$ cat src/rtl/token_pass_sequencer.sv
// Purpose: per-pass controller for a ROWS x COLS PE array: GLB weight load, token streaming into ifmap FIFOs, drain, done pulse.
// Latency: LOAD_W takes one cycle per weight plus one for GLB read latency; STREAM pushes at most one token per cycle; DONE lasts one cycle.
// Backpressure: any full active ifmap row or opsum column stalls STREAM (state and token count held); DRAIN waits for active ifmap FIFOs to empty.
// Optional build macro TOKEN_SEQ_PERF_EN adds stall_cycles_o / pass_cycles_o counters.
module token_pass_sequencer #(
    parameter int ROWS   = 32,
    parameter int COLS   = 32,
    parameter int ADDR_W = 32,
    parameter int CNT_W  = 16
) (
    input  logic                       clk,
    input  logic                       rst_n,
    input  logic                       pass_start_i,
    input  logic [1:0]                 layer_type_i,
    input  logic [ADDR_W-1:0]          weight_base_addr_i,
    input  logic [CNT_W-1:0]           tile_n_i,
    input  logic [$clog2(ROWS):0]      ic_real_i,
    input  logic [$clog2(COLS):0]      oc_real_i,
    output logic                       glb_rd_en_o,
    output logic [ADDR_W-1:0]          glb_addr_o,
    output logic [ROWS*COLS-1:0]       weight_load_en_o,
    output logic [ROWS-1:0]            push_ifmap_en_o,
    input  logic [ROWS-1:0]            ifmap_fifo_full_i,
    input  logic [ROWS-1:0]            ifmap_fifo_empty_i,
    input  logic [COLS-1:0]            opsum_fifo_full_i,
    output logic                       busy_o,
    output logic                       pass_done_o
`ifdef TOKEN_SEQ_PERF_EN
    ,
    output logic [31:0]                stall_cycles_o,
    output logic [31:0]                pass_cycles_o
`endif
);
    localparam int IC_W  = $clog2(ROWS) + 1;
    localparam int OC_W  = $clog2(COLS) + 1;
    localparam int IDX_W = (ROWS * COLS > 1) ? $clog2(ROWS * COLS) : 1;
    localparam logic [ROWS*COLS-1:0] WL_ONE = {{(ROWS*COLS-1){1'b0}}, 1'b1};

    typedef enum logic [2:0] {IDLE, LOAD_W, STREAM, DRAIN, DONE} state_t;
    state_t state, state_nxt;

    logic              is_dw;
    logic [ADDR_W-1:0] addr_q;
    logic [CNT_W-1:0]  tile_q;
    logic [CNT_W-1:0]  token_cnt;
    logic [IC_W-1:0]   ic_q;
    logic [OC_W-1:0]   oc_q;
    logic [IC_W-1:0]   row_idx;
    logic [OC_W-1:0]   col_idx;
    logic              issue_done;
    logic              cap_vld;
    logic [IDX_W-1:0]  cap_idx;
    logic [IC_W-1:0]   ic_clamp;
    logic [OC_W-1:0]   oc_clamp;
    logic [ROWS-1:0]   row_mask;
    logic [COLS-1:0]   col_mask;
    logic              adv;
    logic              last_issue;
    logic              row_end;

    assign ic_clamp   = (ic_real_i > IC_W'(ROWS)) ? IC_W'(ROWS) : ic_real_i;
    assign oc_clamp   = (oc_real_i > OC_W'(COLS)) ? OC_W'(COLS) : oc_real_i;
    assign adv        = ~|(ifmap_fifo_full_i & row_mask) & ~|(opsum_fifo_full_i & col_mask);
    assign row_end    = is_dw || (col_idx == oc_q - OC_W'(1));
    assign last_issue = (row_idx == ic_q - IC_W'(1)) && row_end;
    // GLB data lands one cycle after the read, so the capture strobe follows the registered index
    assign weight_load_en_o = cap_vld ? (WL_ONE << cap_idx) : '0;

    // Thermometer masks of the active rows and columns for this pass
    always_comb begin
        row_mask = '0;
        col_mask = '0;
        for (int i = 0; i < ROWS; i++) row_mask[i] = (i < int'(ic_q));
        for (int j = 0; j < COLS; j++) col_mask[j] = (j < int'(oc_q));
    end

    // State register; reset aborts any pass without a done pulse
    always_ff @(posedge clk or negedge rst_n) begin
        if (!rst_n) state <= IDLE;
        else        state <= state_nxt;
    end

    // Next-state and per-state outputs
    always_comb begin
        state_nxt       = state;
        glb_rd_en_o     = 1'b0;
        glb_addr_o      = '0;
        push_ifmap_en_o = '0;
        pass_done_o     = 1'b0;
        busy_o          = 1'b1;
        case (state)
            IDLE: begin
                busy_o = 1'b0;
                if (pass_start_i)
                    state_nxt = (ic_clamp == '0 || oc_clamp == '0) ? DONE : LOAD_W;
            end
            LOAD_W: begin
                glb_rd_en_o = ~issue_done;
                glb_addr_o  = issue_done ? '0 : addr_q;
                if (cap_vld && issue_done)
                    state_nxt = (tile_q == '0) ? DRAIN : STREAM;
            end
            STREAM: begin
                if (adv) begin
                    push_ifmap_en_o = row_mask;
                    if (token_cnt == tile_q - CNT_W'(1)) state_nxt = DRAIN;
                end
            end
            DRAIN: begin
                if (&(ifmap_fifo_empty_i | ~row_mask)) state_nxt = DONE;
            end
            DONE: begin
                pass_done_o = 1'b1;
                state_nxt   = IDLE;
            end
            default: state_nxt = IDLE;
        endcase
    end

    // Pass parameters, weight walk (address is sequential in visit order) and token count
    always_ff @(posedge clk or negedge rst_n) begin
        if (!rst_n) begin
            is_dw      <= 1'b0;
            addr_q     <= '0;
            tile_q     <= '0;
            token_cnt  <= '0;
            ic_q       <= '0;
            oc_q       <= '0;
            row_idx    <= '0;
            col_idx    <= '0;
            issue_done <= 1'b0;
            cap_vld    <= 1'b0;
            cap_idx    <= '0;
        end else begin
            cap_vld <= (state == LOAD_W) && glb_rd_en_o;
            case (state)
                IDLE: begin
                    if (pass_start_i) begin
                        is_dw      <= (layer_type_i == 2'd1);
                        addr_q     <= weight_base_addr_i;
                        tile_q     <= tile_n_i;
                        ic_q       <= ic_clamp;
                        oc_q       <= oc_clamp;
                        row_idx    <= '0;
                        col_idx    <= '0;
                        issue_done <= 1'b0;
                        token_cnt  <= '0;
                    end
                end
                LOAD_W: begin
                    if (glb_rd_en_o) begin
                        cap_idx <= IDX_W'(int'(row_idx) * COLS + (is_dw ? int'(row_idx) : int'(col_idx)));
                        addr_q  <= addr_q + ADDR_W'(1);
                        if (last_issue) begin
                            issue_done <= 1'b1;
                        end else if (row_end) begin
                            col_idx <= '0;
                            row_idx <= row_idx + IC_W'(1);
                        end else begin
                            col_idx <= col_idx + OC_W'(1);
                        end
                    end
                end
                STREAM: begin
                    if (adv) token_cnt <= token_cnt + CNT_W'(1);
                end
                default: ;
            endcase
        end
    end

`ifdef TOKEN_SEQ_PERF_EN
    logic [31:0] stall_cnt;
    logic [31:0] pass_cnt;

    // Saturating pass-length and stall counters, cleared when a pass is accepted
    always_ff @(posedge clk or negedge rst_n) begin
        if (!rst_n) begin
            stall_cnt <= '0;
            pass_cnt  <= '0;
        end else if (state == IDLE) begin
            if (pass_start_i) begin
                stall_cnt <= '0;
                pass_cnt  <= '0;
            end
        end else begin
            if (pass_cnt != '1) pass_cnt <= pass_cnt + 32'd1;
            if (state == STREAM && !adv && stall_cnt != '1) stall_cnt <= stall_cnt + 32'd1;
        end
    end

    assign stall_cycles_o = stall_cnt;
    assign pass_cycles_o  = pass_cnt;
`endif

endmodule
$ cat config.mk
export PLATFORM = sky130hd
export DESIGN_NAME = token_pass_sequencer
export DESIGN_NICKNAME = d
export VERILOG_FILES = /design/src/rtl/token_pass_sequencer.sv
export SDC_FILE = /design/constraint.sdc
export NUM_CORES = 1
export LEC_CHECK = 0
export BUFFER_PORTS_ARGS = -buffer_cell sky130_fd_sc_hd__buf_2
export CELL_PAD_IN_SITES_DETAIL_PLACEMENT = 2
export CELL_PAD_IN_SITES_GLOBAL_PLACEMENT = 2
export CORE_AREA = 2 2 483 485
export CTS_CLUSTER_DIAMETER = 50
export DETAILED_ROUTE_END_ITERATION = 8
export DIE_AREA = 0 0 485 487
export GPL_ROUTABILITY_DRIVEN = 0
export PLACE_DENSITY_LB_ADDON = 0.3
export SLEW_MARGIN = 20
export SYNTH_ARGS = -nofsm -noshare
export SYNTH_HDL_FRONTEND = slang
export SYNTH_SLANG_ARGS = --single-unit
$ cat constraint.sdc
create_clock -name clk -period 4.1 [get_ports clk]
set_input_delay 0.82 -clock clk [delete_from_list [all_inputs] [get_ports clk]]
set_output_delay 0.82 -clock clk [all_outputs]
set_load 0.02 [all_outputs]
==> results of run 1 <==
-- power breakdown --
part	internal [mW]	switching, mW	total [mW]
clock network	0.447	0.571	1.02
registers	1.40	0.624	2.02
logic	2.42	5.99	8.41
total	4.27	7.18	11.5
-- cell usage after synthesis, types with 10 or more instances --
| library cell | instances |
|---|---|
| nor4_1 | 28 |
| and2_1 | 47 |
| clkbuf_1 | 199 |
| nand2b_1 | 34 |
| nor2_1 | 1133 |
| nand3b_1 | 17 |
| nor2b_1 | 16 |
| dfrtp_1 | 104 |
| nand3_1 | 40 |
| buf_1 | 14 |
| nand2_1 | 279 |
| or4_1 | 12 |
| a21oi_1 | 88 |
| nor3_1 | 32 |
| xnor2_1 | 25 |
| xor2_1 | 14 |
| inv_1 | 31 |
| o31ai_1 | 10 |
| nand4_1 | 18 |
| mux2i_1 | 23 |
| o21ai_0 | 80 |
| and3_1 | 20 |
| o22ai_1 | 23 |
| o2111ai_1 | 11 |
| ha_1 | 13 |
-- state kept, by name, indices dropped and copies added (netlist names), 3 cells and up --
name and count:
tile_q 16, addr_q 32, row_idx 6, token_cnt 16, ic_q 6, oc_q 6
state 3, cap_idx 10, col_idx 6
-- cells by family after synthesis --
| kind of cell | count (synthesis) | synth area share, % |
|---|---|---|
| buffers and inverters | 253 | 7.22 |
| xor gates and xnor gates | 39 | 2.53 |
| muxes | 28 | 2.12 |
| AOI/OAI and AO/OA | 304 | 14.3 |
| and+or+nand+nor | 1714 | 53.3 |
| DFF | 104 | 19.3 |
| adders and majority gates | 13 | 1.21 |
-- how the worst min path moves through the flow --
stage	endpoint	slack, ps	cells past startpoint
5_1_grt	addr_q[26]	280	1
4_1_cts	cap_idx[9]	250	1
6_report	addr_q[15]	290	1
2_1_floorplan	tile_q[12]	480	2
3_5_place_dp	addr_q[30]	520	1
3_3_place_gp	addr_q[30]	520	1
-- area by class of cell --
class | instances | area share, %
Antenna cell | 13 | 0.128
Clock buffer | 10 | 0.941
Clock inverter | 6 | 0.222
Inverter | 31 | 0.458
Multi-Input combinational cell | 2098 | 40.7
Sequential cell | 104 | 10.2
Tap cell | 3043 | 15.0
Timing Repair Buffer | 1440 | 32.3
-- stage by stage --
stage,power [mW],cell area [um2]
3_3_place_gp,10.4,24400
6_report,11.5,25400
2_1_floorplan,5.87,13500
4_1_cts,11.7,25200
3_5_place_dp,10.4,24400
5_1_grt,12.4,25400
-- metal layers --
metal / track usage (%) / vias up / wire, um
li1: - / 10400 / -
met1: 17.7 / 11800 / 76500
met2: 24.7 / 802 / 86400
met3: 3.16 / 120 / 9960
met4: 3.37 / 24 / 3940
met5: 0 / - / 163
-- worst reg2reg max path: stages (launching register included) --
cell	delay, ps
dfrtp_1	440
ha_1	230
buf_4	160
and2_1	170
o211ai_1	320
o2111ai_1	180
nor3_1	260
nand4_1	140
or4_4	580
buf_12	160
buf_12	140
buf_16	130
buf_4	130
buf_4	140
o31ai_1	290
-- timing repair --
item                                    4_1_cts  5_1_grt
setup buffers                                10        3
cloned                                        3        1
pin swaps                                    13        8
endpoints found under the setup margin       91       46
resized for setup                           112       49
==> results.cfg, run 1 <==
[setup_path]
reg2reg_from = oc_q[0]
cp_slowest_stage_delay_ps = 580
cp_slowest_cell = or4_4
critPathLaunch = oc_q[0]
crit_chain = ha_1 > buf_4 > and2_1 > o211ai_1 > o2111ai_1 > nor3_1 > nand4_1 > or4_4 > buf_12 > buf_12 > buf_16 > nor2_1 > buf_4
critPathCaptureType = primary output
cp_data_arrival_time_ps = 3630
cp.required_ps = 3280
reg2reg_depth = 14
cp.depth = 13
cp_top_family = simple AND/OR/NAND/NOR gates
timing.critical_path.buf_inv = 5
startpoint_type = register
critPathKind = reg -> out
critPathCapture = push_ifmap_en_o[8]
reg2reg_to = state[0]
path_max_fanout = 6
r2r_slack_ps = 510

[synth]
seq_area_frac_synth_pct = 19.3
synth-seq-cells = 104
syn-num-nets = 2629
avgSynthCellArea_um2 = 5.49
synth-async-reset-ratio_pct = 100
yosys.area.top_type_share_pct = 31.5
synth-edff-count = 0
synth_warnings = 0
synth_area_leader_cell = nor2_1
ys.flop_type = dfrtp_1
synthTopCellsByArea = nor2_1 (32%), dfrtp_1 (19%), nand2_1 (7.8%), clkbuf_1 (5.5%), a21oi_1 (3.3%)
synth_cell_types = 74
synth_area_mm2 = 0.0135
synthCells = 2455

[place]
dp_hpwl_um = 145000
dp_slack_ps = -237
dp_cells = 6701
port_buffers = 1251

[clock_tree]
clock_sinks = 104
htree_levels = 3
clkTransAtPathRegs_ps = 90
cts_buffers = 9
root_buffer = clkbuf_16
cts_max_path_buffers = 2
cts_tree = yes
clock_latency_ps = 430
hold_buffers = 0

[job]
maxCapViolCount = 0

[grt]
grt_use_total_pct = 14.2
grt_pass1_wl_um = 230000
grt_max_degree = 69
grt_antenna_before_repair = 29
grt.overflow.total = 0
grt_pass1_vias = 23500

[routing]
via_per_inst = 3.42
vias = 23100
drt-wirelength-per-cell_um = 26.2
drc = 0
wl_um = 177000
drtAntennaViolNets = 0
first_pass_iters = 5
drtIter0Drc = 1098

[floorplanning]
ioPinCount = 1252
die-area_mm2 = 0.236
start_util_pct = 5.83
die_h_um = 487
row_count = 177
die_w_um = 485
core-area_mm2 = 0.231

[pwr]
p_leak_nw = 12.0
power.density_mw_per_mm2 = 451
ir_worst_vdd_v = 0.000217

[timing]
slew_viol_final = 0
period_needed_ps = 4450
maxSlewHeadroom_pct = 34.9
tns_ps = -7940
finalCritPeriodShare_pct = 109
setup_viol = 32
max_freq_mhz = 225
whs_ps = 290
hold_viol_final = 0
fin_ws_ps = -352
tightest_slew_ps = 973
fin_skew_ps = 15.6
rsz0062_at_grt = yes

[status]
outcome = finished with violations
violations = negative setup slack

[cells_and_area]
final_common_cell = buf_2
regArea_mm2 = 0.00260
multi_input_area_mm2 = 0.0104
post-route-util_pct = 11.0
fill_cells = 28100
fin_nets = 3858
layout-drive-gt1-share_pct = 42.5
mostFrequentLayoutCells = buf_2 (1,214), nor2_1 (1,107), nand2_1 (261)
layout.cells.non_filler = 6745
syn_to_final_growth_pct = 88.4

[hold_path]
worstHoldPathType = in -> async
Note: power is estimated with default switching activity, not from simulation.
==> inputs of run 2 (changes only) <==
--- a/config.mk
+++ b/config.mk
@@ -12,8 +12,7 @@
 export CTS_CLUSTER_DIAMETER = 50
 export DETAILED_ROUTE_END_ITERATION = 8
 export DIE_AREA = 0 0 485 487
-export GPL_ROUTABILITY_DRIVEN = 0
-export PLACE_DENSITY_LB_ADDON = 0.3
+export PLACE_DENSITY = 0.47
 export SLEW_MARGIN = 20
 export SYNTH_ARGS = -nofsm -noshare
 export SYNTH_HDL_FRONTEND = slang
==> run 2 against run 1 <==
  * The flow still finishes with violations (negative setup slack)
  * Combinational power fell by 0.6%
  * Critical path depth decreased by 2
  * Sequential cell count unchanged
  * Critical endpoint is now push_ifmap_en_o[6]
==> results.cfg, run 2 (same netlist as run 1, synthesis figures left out) <==
[routing]
via_per_inst = 3.40
vias = 22900
drt-wirelength-per-cell_um = 26.3
drtIter0Drc = 1107
drc = 0
wl_um = 177000
first_pass_iters = 5
drtAntennaViolNets = 0

[cells_and_area]
regMostFlops = addr_q
mostFrequentLayoutCells = buf_2 (1,231), nor2_1 (1,119), nand2_1 (260)
fill_cells = 28200
syn_to_final_growth_pct = 86.2
fin_nets = 3857
post-route-util_pct = 10.9
final_common_cell = buf_2
reg_top3 = addr_q (32), tile_q (16), token_cnt (16)
largest_register_ffs = 32
layout-drive-gt1-share_pct = 42.5

[clock_tree]
clock_sinks = 104
root_buffer = clkbuf_16
cts_max_path_buffers = 2
clkTransAtPathRegs_ps = 100
cts_tree = yes
cts_buffers = 9
clock_latency_ps = 440
htree_levels = 3
hold_buffers = 0

[setup_path]
cp_top_family = simple AND/OR/NAND/NOR gates
cp.required_ps = 3280
crit_chain = inv_2 > ha_4 > or3b_4 > a21oi_4 > o22a_2 > nand3_2 > or4_1 > or4_4 > buf_12 > a211oi_2 > buf_4
cp_slowest_stage_delay_ps = 610
critPathKind = reg -> out
cp_data_arrival_time_ps = 3520
path_max_fanout = 8
critPathCaptureType = primary output
cp_slowest_cell = or4_4
timing.critical_path.buf_inv = 3
startpoint_type = register

[floorplanning]
ioPinCount = 1252
start_util_pct = 5.83
die_h_um = 487
row_count = 177
die_w_um = 485
die-area_mm2 = 0.236
core-area_mm2 = 0.231

[grt]
grt-busiest-layer = met2
grt_use_total_pct = 14.3
grt_pass1_wl_um = 230000
met1_usage_pct = 18.1
grt_antenna_before_repair = 48
global_route.usage.met2_pct = 25.0
grt_pass1_vias = 23200
met3_usage_pct = 2.57
grt_max_degree = 105
grt.overflow.total = 0

[timing]
fin_ws_ps = -242
period_needed_ps = 4340
setup_viol = 32
tns_ps = -4540
rsz0062_at_grt = yes
slew_viol_final = 0
fin_skew_ps = 21.3
whs_ps = 468
finalCritPeriodShare_pct = 106
max_freq_mhz = 230
tightest_slew_ps = 1110
hold_viol_final = 0
maxSlewHeadroom_pct = 26.1

[status]
outcome = finished with violations
violations = negative setup slack

[job]
maxCapViolCount = 0

[pwr]
p_leak_nw = 11.9
ir_worst_vdd_v = 0.000200
power.density_mw_per_mm2 = 455

[place]
port_buffers = 1251
gp_congestion = 0.804
dp_slack_ps = -238
dp_hpwl_um = 146000

[hold_path]
worstHoldPathType = in -> async
==> run 2: cell type report <==
class / instances / area, um2 / area share, %
flip-flops and latches: 104 / 2610 / 10.4
clock buffers: 10 / 229 / 0.911
inverters: 31 / 116 / 0.463
repair buffers: 1439 / 7950 / 31.6
clock inverters: 6 / 56.3 / 0.224
well taps: 3043 / 3810 / 15.2
diodes: 24 / 60.1 / 0.239
multi-input cells: 2098 / 10300 / 41.0
==> run 2: layer usage <==
layer	part of all wire, %	vias up
met2	49	805
met1	43	11600
met5	0.058	-
met3	5.2	108
met4	2.0	16
li1	-	10400
==> run 2: worst register-to-register path, stage by stage (launching register included) <==
cell and delay, ps:
dfrtp_1 410, inv_2 90, ha_4 150, or3b_4 400, a21oi_4 200, o22a_2 190, nand3_2 50, or4_1 400
or4_4 610, buf_12 200, buf_4 150, buf_4 160, o31ai_1 290
==> run 2: stage by stage <==
stage / cells / total power, mW / instance area [um2]
4_1_cts: 6731 / 11.8 / 25000
6_report: 6755 / 11.4 / 25100
2_1_floorplan: 2455 / 5.87 / 13500
5_1_grt: 6738 / 12.4 / 25100
3_5_place_dp: 6701 / 10.4 / 24300
3_3_place_gp: 6701 / 10.3 / 24300
==> run 2: worst paths after layout <==
check	from	end	slack [ps]	depth (start not counted)
max in group asynchronous	rst_n	cap_idx[6]	3040	2
worst max register to register	ic_q[1]	state[0]	700	12
worst min register to register	tile_q[12]	tile_q[12]	540	2
min in group clk	tile_q[12]	tile_q[12]	540	2
worst min-delay path	rst_n	tile_q[2]	470	2
worst max-delay path	ic_q[1]	push_ifmap_en_o[6]	-240	11
==> run 2: what timing repair did <==
item                       CTS  global route
setup buffers               13             1
cloned                       1             0
setup endpoints to repair  127            33
pin swaps                   14             7
resized for setup           82            26
==> run 2: where the power goes <==
part / leakage [nW] / switching, mW / total [mW] / internal (mW)
logic: 10.5 / 5.93 / 8.36 / 2.43
registers: 1.30 / 0.674 / 2.07 / 1.40
clock network: 0.138 / 0.569 / 0.998 / 0.430
